==> src/rtl/fpu_norm_arbiter.sv <==
// Two-requester normalisation stage: round-robin arbiter in front of one
// 24-bit leading-zero counter and one left shifter, two pipeline stages.
//
// Handshake: a transfer happens on a rising clk edge where valid and ready
// are both 1. Valids never depend on readies; req_ready may depend
// combinationally on req_valid, out_ready, flush and reset_n.
module fpu_norm_arbiter #(
    parameter int EXP_WIDTH = 10,
    parameter int TAG_WIDTH = 4
) (
    input  logic                 clk,
    input  logic                 reset_n,
    input  logic                 flush,
    input  logic [1:0]           req_valid,
    output logic [1:0]           req_ready,
    input  logic [23:0]          req_mant_0,
    input  logic [23:0]          req_mant_1,
    input  logic [EXP_WIDTH-1:0] req_exp_0,
    input  logic [EXP_WIDTH-1:0] req_exp_1,
    input  logic [TAG_WIDTH-1:0] req_tag_0,
    input  logic [TAG_WIDTH-1:0] req_tag_1,
    output logic                 out_valid,
    input  logic                 out_ready,
    output logic [23:0]          out_mant,
    output logic [EXP_WIDTH-1:0] out_exp,
    output logic                 out_zero,
    output logic                 out_denorm,
    output logic                 out_src,
    output logic [TAG_WIDTH-1:0] out_tag
);

    localparam int EW1 = EXP_WIDTH + 1;

    // S1 registers: granted request plus its LZC result
    logic                 s1_valid;
    logic [23:0]          s1_mant;
    logic [EXP_WIDTH-1:0] s1_exp;
    logic [TAG_WIDTH-1:0] s1_tag;
    logic                 s1_src;
    logic [4:0]           s1_lz;
    logic                 s1_zero;

    // Round-robin state: index of the requester granted most recently
    logic                 last_grant;

    logic                 s2_load;
    logic                 s1_load;
    logic                 can_grant;
    logic [1:0]           grant;

    logic                 sel_src;
    logic [23:0]          sel_mant;
    logic [EXP_WIDTH-1:0] sel_exp;
    logic [TAG_WIDTH-1:0] sel_tag;
    logic [4:0]           sel_lz;
    logic                 sel_zero;

    logic [23:0]          n_mant;
    logic [EXP_WIDTH-1:0] n_exp;
    logic                 n_zero;
    logic                 n_denorm;
    logic [EW1-1:0]       e_ext;
    logic [EW1-1:0]       lz_ext;
    logic [4:0]           shamt;

    assign s2_load   = !out_valid || out_ready;
    assign s1_load   = !s1_valid || s2_load;
    assign can_grant = s1_load && !flush && reset_n;
    assign req_ready = grant;

    // Arbitration: single requester wins outright, a conflict goes to the one not granted last
    always_comb begin
        grant = 2'b00;
        if (can_grant) begin
            case (req_valid)
                2'b01:   grant = 2'b01;
                2'b10:   grant = 2'b10;
                2'b11:   grant = last_grant ? 2'b01 : 2'b10;
                default: grant = 2'b00;
            endcase
        end
    end

    assign sel_src  = grant[1];
    assign sel_mant = sel_src ? req_mant_1 : req_mant_0;
    assign sel_exp  = sel_src ? req_exp_1  : req_exp_0;
    assign sel_tag  = sel_src ? req_tag_1  : req_tag_0;
    assign sel_zero = (sel_mant == 24'd0);

    // Leading-zero count of the granted mantissa; the highest set bit is written last
    always_comb begin
        sel_lz = 5'd0;
        for (int i = 0; i < 24; i++) begin
            if (sel_mant[i]) sel_lz = 5'(23 - i);
        end
    end

    // S1 register and last-grant update on an accepted handshake
    always_ff @(posedge clk) begin
        if (!reset_n) begin
            s1_valid   <= 1'b0;
            s1_mant    <= '0;
            s1_exp     <= '0;
            s1_tag     <= '0;
            s1_src     <= 1'b0;
            s1_lz      <= '0;
            s1_zero    <= 1'b0;
            last_grant <= 1'b1;
        end else if (flush) begin
            s1_valid <= 1'b0;
        end else if (s1_load) begin
            s1_valid <= |grant;
            if (|grant) begin
                s1_mant    <= sel_mant;
                s1_exp     <= sel_exp;
                s1_tag     <= sel_tag;
                s1_src     <= sel_src;
                s1_lz      <= sel_lz;
                s1_zero    <= sel_zero;
                last_grant <= sel_src;
            end
        end
    end

    assign e_ext  = EW1'(s1_exp);
    assign lz_ext = EW1'(s1_lz);

    // Normalise: full shift when the exponent can absorb it, otherwise clamp to subnormal
    always_comb begin
        n_mant   = '0;
        n_exp    = '0;
        n_zero   = 1'b0;
        n_denorm = 1'b0;
        shamt    = '0;
        if (s1_zero) begin
            n_zero = 1'b1;
        end else if (e_ext > lz_ext) begin
            n_mant = s1_mant << s1_lz;
            n_exp  = EXP_WIDTH'(e_ext - lz_ext);
        end else begin
            // Here E <= lz <= 23, so E-1 always fits in the shift amount
            shamt    = (s1_exp == '0) ? 5'd0 : 5'(s1_exp - 1'b1);
            n_mant   = s1_mant << shamt;
            n_denorm = 1'b1;
        end
    end

    // S2 register driving the outputs; data only moves when a valid result arrives
    always_ff @(posedge clk) begin
        if (!reset_n) begin
            out_valid  <= 1'b0;
            out_mant   <= '0;
            out_exp    <= '0;
            out_zero   <= 1'b0;
            out_denorm <= 1'b0;
            out_src    <= 1'b0;
            out_tag    <= '0;
        end else if (flush) begin
            out_valid <= 1'b0;
        end else if (s2_load) begin
            out_valid <= s1_valid;
            if (s1_valid) begin
                out_mant   <= n_mant;
                out_exp    <= n_exp;
                out_zero   <= n_zero;
                out_denorm <= n_denorm;
                out_src    <= s1_src;
                out_tag    <= s1_tag;
            end
        end
    end

endmodule

==> config.mk <==
export PLATFORM = sky130hd
export DESIGN_NAME = fpu_norm_arbiter
export DESIGN_NICKNAME = d
export VERILOG_FILES = /design/src/rtl/fpu_norm_arbiter.sv
export SDC_FILE = /design/constraint.sdc
export NUM_CORES = 1
export LEC_CHECK = 0
export CORE_MARGIN = 2
export CORE_UTILIZATION = 43
export CTS_CLUSTER_DIAMETER = 150
export DETAILED_ROUTE_END_ITERATION = 6
export DONT_BUFFER_PORTS = 1
export GPL_ROUTABILITY_DRIVEN = 0
export PLACE_DENSITY = 0.54
export RECOVER_POWER = 100
export SLEW_MARGIN = 40
export SYNTH_ARGS = -nofsm -noshare
export SYNTH_HDL_FRONTEND = slang
export SYNTH_SLANG_ARGS = --single-unit
==> constraint.sdc <==
create_clock -name clk -period 8 [get_ports clk]
set_input_delay 0.8 -clock clk [delete_from_list [all_inputs] [get_ports clk]]
set_output_delay 0.8 -clock clk [all_outputs]
set_load 0.01 [all_outputs]
==> results of run 1 <==
==> final cells by class <==
class,instances,area share
well taps,176,0.03517
clock inverters,6,0.01079
repair buffers,10,0.01079
clock buffers,10,0.03657
inverters,25,0.01499
multi-input cells,624,0.6071
flip-flops and latches,89,0.2846
==> registers in the layout (all words and copies together) (netlist names), 4 cells and up <==
register,cells
s1_lz,5
out_tag,4
s1_tag,4
s1_mant,24
out_exp,10
s1_exp,10
out_mant,24
==> Yosys cell counts (9+ instances only) <==
library cell / instances / area, um2
mux2i_1: 27 / 270.3
dfxtp_1: 89 / 1782
a22oi_1: 12 / 90.09
nor2_1: 99 / 371.6
and3_1: 11 / 68.82
buf_2: 12 / 60.06
o31ai_1: 9 / 67.56
nand3_1: 28 / 140.1
nor3_1: 37 / 185.2
inv_1: 24 / 90.09
clkbuf_1: 33 / 123.9
o21ai_0: 34 / 170.2
a211oi_1: 15 / 112.6
a311oi_1: 44 / 385.4
a21oi_1: 36 / 180.2
nand2_1: 123 / 461.7
==> report_power, final <==
part	internal [uW]	switching (uW)	total [uW]
Sequential	464	26.7	490
Combinational	141	254	395
Clock	243	186	429
==> metal layers <==
layer  vias to the layer above  global-route usage
li1                       2854                   -
met1                      2830              0.3690
met2                       302              0.3904
met3                        38             0.05968
met4                         0              0.1003
met5                         -                   0
==> stage by stage <==
step	hold WS (ns)	cells	utilization
finish	0.4691	940	0.4709
floorplan	0.4295	792	-
global route	0.5090	940	0.4709
detailed placement	0.4665	924	0.4489
CTS	0.4773	940	0.4712
global placement	0.4524	924	0.4487
==> critical path: cells and delay by family <==
| family | cells | cell delay, ns |
|---|---|---|
| buffers and inverters | 3 | 2.85 |
| AOI/OAI and AO/OA | 1 | 0.17 |
| and+or+nand+nor | 1 | 0.27 |
==> kinds of logic (layout without fill, tap and decap cells) <==
group,after synthesis,after routing,synth area share
simple gates,344,344,0.2627
flops,89,89,0.3032
xor+xnor,10,10,0.01490
fa+ha+maj,7,7,0.01618
buf+inv,79,51,0.05621
compound gates,228,228,0.2855
mux,35,35,0.06132
==> how the worst max path moves through the flow <==
stage	start	to	slack, ns	cells after the start
after floorplan	s1_exp[0]$_SDFFE_PN0P_	out_mant[23]$_SDFFE_PN0P_	4.91	13
after global placement	out_ready	s1_zero$_SDFFE_PN0P_	3.96	10
after detailed placement	s1_exp[0]$_SDFFE_PN0P_	out_mant[16]$_SDFFE_PN0P_	3.87	12
after CTS	s1_exp[0]$_SDFFE_PN0P_	out_mant[21]$_SDFFE_PN0P_	3.84	12
after global routing	out_ready	req_ready[0]	2.70	5
final	out_ready	req_ready[0]	3.08	5
==> flow_summary.json, run 1 <==
{
  "run_status": "finished, violations left",
  "violations": "capacitance limit, slew limit",
  "route.met3.wl_um": 1780,
  "totalPowerFinal_uw": 1314,
  "route.met2.wl_um": 8401,
  "grt_pass1_wl_um": 30500,
  "reg2reg_slack_ns": 3.33,
  "overflow": 0,
  "antenna_cells": 0,
  "worstHoldEndpoint": "s1_lz[2]$_SDFFE_PN0P_",
  "dieArea_um2": 14620,
  "max_clock_freq_mhz": 203.3,
  "synthArstFlopShare": 0,
  "clkLatencyLatePin_ns": 0.35,
  "crit_type": "in -> out",
  "clock_sinks": 89,
  "crit_arrival_ns": 4.12,
  "synth_fp_nets": 881,
  "wl_met1_um": 8583,
  "rsz0062_at_grt": "false",
  "dpl_cell_area_um2": 5968,
  "min_path_type": "reg -> reg",
  "routed_via_density": 6.409,
  "drive_gt1_frac": 0.06545,
  "layout_setup_ws_ns": 3.082,
  "cp_slowest_cell": "clkbuf_1",
  "hold_buffers": 0,
  "syn_to_final_growth_pct": 6.536,
  "worst_ep_required_time_ns": 7.20,
  "dieWidth_um": 120.9,
  "wl_um": 19190,
  "skew_ns": 0.005591,
  "hold_path_depth": 2,
  "fin_nets": 848,
  "reg2reg_from": "out_valid$_SDFFE_PP0P_",
  "clockBufferDepth": 2,
  "start_util": 0.4420,
  "maxCapViolCount": 2,
  "cpPeakStageDelay_ns": 1.41,
  "core_um2": 13300,
  "port_buffers": 0,
  "synthFlopType": "dfxtp_1",
  "antenna_found_initial": 0,
  "finalInstanceArea_um2": 6261,
  "timing.final.crit_share": 0.6147,
  "place_hpwl_um": 14020,
  "worst_path_most_repeated_cell": "clkbuf_1",
  "num_rows": 42,
  "maxUsedRoutingLayer": "met4",
  "grtUsageTotal": 0.2628,
  "cts_tree": "yes",
  "cts_resized": 0,
  "multi_input_area_um2": 3801,
  "clk_pin_slew_ns": 0.06,
  "grt_start_max_net_pins": 97,
  "die_h_um": 120.9,
  "ys_seq_elements": 89,
  "htree_levels": 3,
  "hold_viol": 0,
  "regArea_um2": 1782,
  "post-place-ws_ns": 3.869,
  "synth_cell_types": 72,
  "finalWorstPathRequiredPeriod_ns": 4.918,
  "finalSetupViolCount": 0,
  "postSynthAreaPerCell_um2": 7.420,
  "wire_per_inst_um": 20.41,
  "via_count": 6024,
  "num-fill-cells": 1347,
  "endpoint_kind": "output pin",
  "drc": 0,
  "crit_chain": "nand3b_1 > o2111ai_4 > clkbuf_1 > inv_1 > clkbuf_1",
  "tightest_slew_ns": 1.947,
  "final_cell_mix": "nand2_1, nor2_1, dfxtp_1",
  "drtAntennaViolNets": 0,
  "min_from": "s1_lz[2]$_SDFFE_PN0P_",
  "cts-root-buf": "clkbuf_16",
  "firstDrtPassIters": 5,
  "rr_worst_depth": 8,
  "p_per_area_nw_per_um2": 209.9,
  "start_kind": "primary input",
  "max_slew_margin": -0.2977,
  "final_max_slew_viol_count": 78,
  "ir_worst_vdd_mv": 0.1242,
  "r2r_end": "s1_lz[1]$_SDFFE_PN0P_",
  "post_cts_buffers": 0,
  "first_global_vias": 5723,
  "final_common_cell": "nand2_1",
  "yosys_warnings": 0,
  "crit_fanout": 43,
  "fin_setup_tns_ns": 0,
  "syn_inst": 792,
  "syn_area_um2": 5877,
  "drt_iter0_drc": 528,
  "synth_edf_count": 0,
  "num_io_pins": 126,
  "cts_buffers": 9,
  "ys_seq_area_frac": 0.3032,
  "power_leakage_uw": 0.002234
}
Power figures use the tool's default switching activity.
==> inputs of run 2 (changes only) <==
==> constraint.sdc (replaced) <==
create_clock -name clk -period 4.65 [get_ports clk]
set_input_delay 0.465 -clock clk [delete_from_list [all_inputs] [get_ports clk]]
set_output_delay 0.465 -clock clk [all_outputs]
set_load 0.01 [all_outputs]
==> flow_summary.json, run 2 (synthesis results as in run 1) <==
{
  "dieWidth_um": 120.9,
  "firstDrtPassIters": 6,
  "reg2reg_slack_ns": 0.63,
  "timing.final.crit_share": 0.8638,
  "drc": 0,
  "max_slew_margin": -0.3312,
  "cts_tree": "yes",
  "post_cts_buffers": 0,
  "drtAntennaViolNets": 0,
  "rr_worst_depth": 13,
  "cts_resized": 0,
  "fin_setup_tns_ns": 0,
  "layout_setup_ws_ns": 0.6333,
  "grt_pass1_wl_um": 30820,
  "rsz0062_at_grt": "false",
  "tightest_slew_ns": 1.997,
  "first_global_vias": 5655,
  "start_util": 0.4420,
  "hold_buffers": 0,
  "via_count": 6010,
  "max_clock_freq_mhz": 249.0,
  "num-fill-cells": 1346,
  "dieArea_um2": 14620,
  "fin_util": 0.4735,
  "finalInstanceArea_um2": 6295,
  "hold_viol": 0,
  "grtUsageTotal": 0.2668,
  "wire_per_inst_um": 20.41,
  "cp_slowest_cell": "nor2_1",
  "grt_start_max_net_pins": 60,
  "core_um2": 13300,
  "routed_via_density": 6.367,
  "clkLatencyLatePin_ns": 0.36,
  "maxCapViolCount": 2,
  "clockBufferDepth": 2,
  "ir_worst_vdd_mv": 0.2066,
  "crit_type": "reg -> reg",
  "final_common_cell": "nand2_1",
  "finalSetupViolCount": 0,
  "power_leakage_uw": 0.002270,
  "post-place-ws_ns": 0.7856,
  "clk_pin_slew_ns": 0.07,
  "worst_ep_required_time_ns": 4.86,
  "reg2reg_from": "s1_exp[0]$_SDFFE_PN0P_",
  "hold_path_depth": 1,
  "drt_iter0_drc": 558,
  "die_h_um": 120.9,
  "dpl_cell_area_um2": 5996,
  "final_cell_mix": "nand2_1, nor2_1, dfxtp_1",
  "crit_chain": "inv_1 > ha_1 > inv_1 > fa_1 > a21o_1 > a211o_1 > a21o_1 > nor2_1 > buf_4 > o211ai_1 > and3_1 > o311ai_0 > o21ai_0",
  "r2r_end": "out_mant[16]$_SDFFE_PN0P_",
  "num_io_pins": 126,
  "cpPeakStageDelay_ns": 0.56,
  "finalWorstPathRequiredPeriod_ns": 4.017,
  "syn_to_final_growth_pct": 7.111,
  "run_status": "finished, violations left",
  "clock_sinks": 89,
  "min_from": "reset_n",
  "final_max_slew_viol_count": 77,
  "multi_input_area_um2": 3782,
  "crit_arrival_ns": 4.23,
  "antenna_found_initial": 0,
  "cp_top_family": "compound AO/OA/AOI/OAI gates",
  "overflow": 0,
  "violations": "capacitance limit, slew limit",
  "cts-root-buf": "clkbuf_16",
  "p_per_area_nw_per_um2": 369.2,
  "wl_um": 19270,
  "crit_fanout": 23,
  "start_kind": "flip-flop",
  "drive_gt1_frac": 0.06901,
  "place_hpwl_um": 14460,
  "skew_ns": 0.009347,
  "cp_num_buf_inv": 3,
  "regArea_um2": 1782,
  "cts_buffers": 9,
  "port_buffers": 0,
  "htree_levels": 3,
  "num_rows": 42,
  "worstHoldEndpoint": "last_grant$_SDFFE_PN1P_",
  "min_path_type": "in -> reg",
  "fin_nets": 852,
  "top_regs": "out_mant (24), s1_mant (24)",
  "antenna_cells": 0,
  "endpoint_kind": "flip-flop"
}
run 2: worst reg2reg max path, stage by stage (launching register included):
cell,delay [ns]
dfxtp_1,0.33
inv_1,0.09
ha_1,0.19
inv_1,0.06
fa_1,0.41
a21o_1,0.21
a211o_1,0.44
a21o_1,0.26
nor2_1,0.56
buf_4,0.39
o211ai_1,0.18
and3_1,0.22
o311ai_0,0.37
o21ai_0,0.17
run 2: how the worst max path moves through the flow:
stage,startpoint,end,slack [ns],cells after the start
after floorplan,s1_exp[0]$_SDFFE_PN0P_,out_mant[23]$_SDFFE_PN0P_,1.56,13
after global placement,s1_exp[0]$_SDFFE_PN0P_,out_mant[16]$_SDFFE_PN0P_,0.92,12
after detailed placement,s1_exp[0]$_SDFFE_PN0P_,out_mant[21]$_SDFFE_PN0P_,0.79,12
after CTS,s1_exp[0]$_SDFFE_PN0P_,out_mant[21]$_SDFFE_PN0P_,0.73,12
after global routing,out_valid$_SDFFE_PP0P_,s1_lz[4]$_SDFFE_PN0P_,0.29,9
final,s1_exp[0]$_SDFFE_PN0P_,out_mant[16]$_SDFFE_PN0P_,0.63,13
run 2: cell type report:
cell class	count	area share
Clock buffer	9	0.03578
Tap cell	176	0.03498
Inverter	25	0.01491
Multi-Input combinational cell	624	0.6009
Clock inverter	7	0.01590
Timing Repair Buffer	14	0.01451
Sequential cell	89	0.2830
run 2: where the power goes:
part	switching, uW	leakage (uW)	internal [uW]
logic	431	0.00139	248
registers	45.1	0.000723	798
clock network	327	0.000161	476
run 2: per-layer routing:
metal / global-route usage / routed length (um) / vias up
met5: 0 / 0 / -
li1: - / - / 2866
met4: 0.1003 / 491 / 0
met3: 0.07049 / 1827 / 40
met2: 0.3950 / 8425 / 289
met1: 0.3700 / 8527 / 2815
run 2: metrics by stage:
stage / instances / total power (uW) / hold slack [ns]
2_1_floorplan: 792 / 1362 / 0.4295
4_1_cts: 944 / 2331 / 0.1707
5_1_grt: 944 / 2439 / 0.1862
3_3_place_gp: 928 / 1523 / 0.4487
6_report: 944 / 2324 / 0.1781
3_5_place_dp: 928 / 1525 / 0.4662
==> inputs of run 3 (changes only) <==
--- a/config.mk
+++ b/config.mk
@@ -11,6 +11,7 @@
 export DETAILED_ROUTE_END_ITERATION = 6
 export DONT_BUFFER_PORTS = 1
 export GPL_ROUTABILITY_DRIVEN = 0
+export MAX_ROUTING_LAYER = met4
 export PLACE_DENSITY = 0.54
 export RECOVER_POWER = 100
 export SLEW_MARGIN = 40
==> flow_summary.json, run 3 (synthesis results as in run 1) <==
{
  "power_frac_comb": 0.292,
  "fin_util": 0.4735,
  "power.internal_uw": 1522,
  "p_seq_frac": 0.363,
  "post_cts_buffers": 0,
  "core_um2": 13300,
  "maxCapViolCount": 2,
  "routed_via_density": 6.354,
  "cts_buffers": 9,
  "min_path_type": "in -> reg",
  "power_leakage_uw": 0.002270,
  "swShare": 0.3449,
  "tightest_slew_ns": 1.935,
  "start_kind": "flip-flop",
  "cts-root-buf": "clkbuf_16",
  "cts_resized": 0,
  "dieWidth_um": 120.9,
  "final_max_slew_viol_count": 77,
  "cpPeakStageDelay_ns": 0.55,
  "drive_gt1_frac": 0.06901,
  "num-fill-cells": 1346,
  "start_util": 0.4420,
  "cts_tree": "yes",
  "wire_per_inst_um": 20.36,
  "crit_type": "reg -> reg",
  "timing.final.crit_share": 0.8646,
  "switchingPower_uw": 801.2,
  "firstDrtPassIters": 5,
  "crit_fanout": 23,
  "top_regs": "out_mant (24), s1_mant (24)",
  "final_cell_mix": "nand2_1, nor2_1, dfxtp_1",
  "drtAntennaViolNets": 0,
  "cp_slowest_cell": "nor2_1",
  "via_count": 5998,
  "clock_sinks": 89,
  "run_status": "finished, violations left",
  "clkPwrFrac": 0.345,
  "clk_pin_slew_ns": 0.07,
  "htree_levels": 3,
  "num_rows": 42,
  "drt_iter0_drc": 581,
  "die_h_um": 120.9,
  "hold_viol": 0,
  "overflow": 0,
  "endpoint_kind": "flip-flop",
  "finalSetupViolCount": 0,
  "max_slew_margin": -0.2897,
  "rsz0062_at_grt": "false",
  "place_hpwl_um": 14460,
  "drc": 0,
  "crit_chain": "inv_1 > ha_1 > inv_1 > fa_1 > a21o_1 > a211o_1 > a21o_1 > nor2_1 > buf_4 > o211ai_1 > and3_1 > o311ai_0 > o21ai_0",
  "fin_nets": 852,
  "dieArea_um2": 14620,
  "finalWorstPathRequiredPeriod_ns": 4.020,
  "syn_to_final_growth_pct": 7.111,
  "crit_arrival_ns": 4.23,
  "antenna_cells": 0,
  "worst_ep_required_time_ns": 4.86,
  "num_io_pins": 126,
  "grt_pass1_wl_um": 30830,
  "hold_path_depth": 1,
  "clkLatencyLatePin_ns": 0.35,
  "final_common_cell": "nand2_1",
  "grt_start_max_net_pins": 60,
  "grtUsageTotal": 0.2742,
  "fin_setup_tns_ns": 0,
  "clockBufferDepth": 2,
  "rr_worst_depth": 13,
  "skew_ns": 0.008125,
  "violations": "capacitance limit, slew limit",
  "antenna_found_initial": 0,
  "ir_worst_vdd_mv": 0.2066,
  "port_buffers": 0,
  "hold_buffers": 0,
  "p_per_area_nw_per_um2": 369.0,
  "wl_um": 19220,
  "max_clock_freq_mhz": 248.7,
  "first_global_vias": 5658
}
-- run 3: through the flow --
stage	instances	area (um2)	power, uW	hold slack, ns	setup slack, ns
floorplan	792	5877	1362	0.4295	1.562
global placement	928	5996	1523	0.4487	0.9199
detailed placement	928	5996	1525	0.4662	0.7856
CTS	944	6321	2331	0.1707	0.7343
global route	944	6295	2439	0.1862	0.2892
finish	944	6295	2323	0.1807	0.6296
-- run 3: metal layers --
| metal | up-vias | routed length [um] | global-route usage |
|---|---|---|---|
| met5 | - | 0 | - |
| met4 | 0 | 493 | 0.1047 |
| met3 | 37 | 1718 | 0.06908 |
| met2 | 291 | 8360 | 0.3926 |
| met1 | 2804 | 8644 | 0.3711 |
| li1 | 2866 | - | - |
-- run 3: layout make-up --
class / instances / area, um2 / share of cell area
clock buffer: 9 / 225.2 / 0.03578
inverter: 25 / 93.84 / 0.01491
clock inverter: 7 / 100.1 / 0.01590
tap: 176 / 220.2 / 0.03498
timing repair buffer: 14 / 91.34 / 0.01451
sequential: 89 / 1782 / 0.2830
multi-input combinational: 624 / 3782 / 0.6009
-- run 3: worst max-delay path, delay by kind of cell (launching register included) --
family,cells,cell delay (ns)
fa+ha+maj,2,0.60
flops,1,0.33
simple gates,2,0.77
compound gates,6,1.62
buf+inv,3,0.54
-- run 3: power by group through the flow --
stage / Sequential (uW) / Combinational (uW) / Clock (uW)
after floorplan: 842 / 520 / 0
after global placement: 859 / 664 / 0
after detailed placement: 860 / 665 / 0
after CTS: 842 / 668 / 821
after global routing: 848 / 743 / 848
final: 843 / 678 / 802
-- run 3: final timing paths --
| kind | start | endpoint | slack [ns] |
|---|---|---|---|
| worst min-delay path | reset_n | last_grant$_SDFFE_PN1P_ | 0.18 |
| worst min register to register | s1_lz[2]$_SDFFE_PN0P_ | s1_lz[2]$_SDFFE_PN0P_ | 0.47 |
| worst max-delay path | s1_exp[0]$_SDFFE_PN0P_ | out_mant[16]$_SDFFE_PN0P_ | 0.63 |
| worst max register to register | s1_exp[0]$_SDFFE_PN0P_ | out_mant[16]$_SDFFE_PN0P_ | 0.63 |
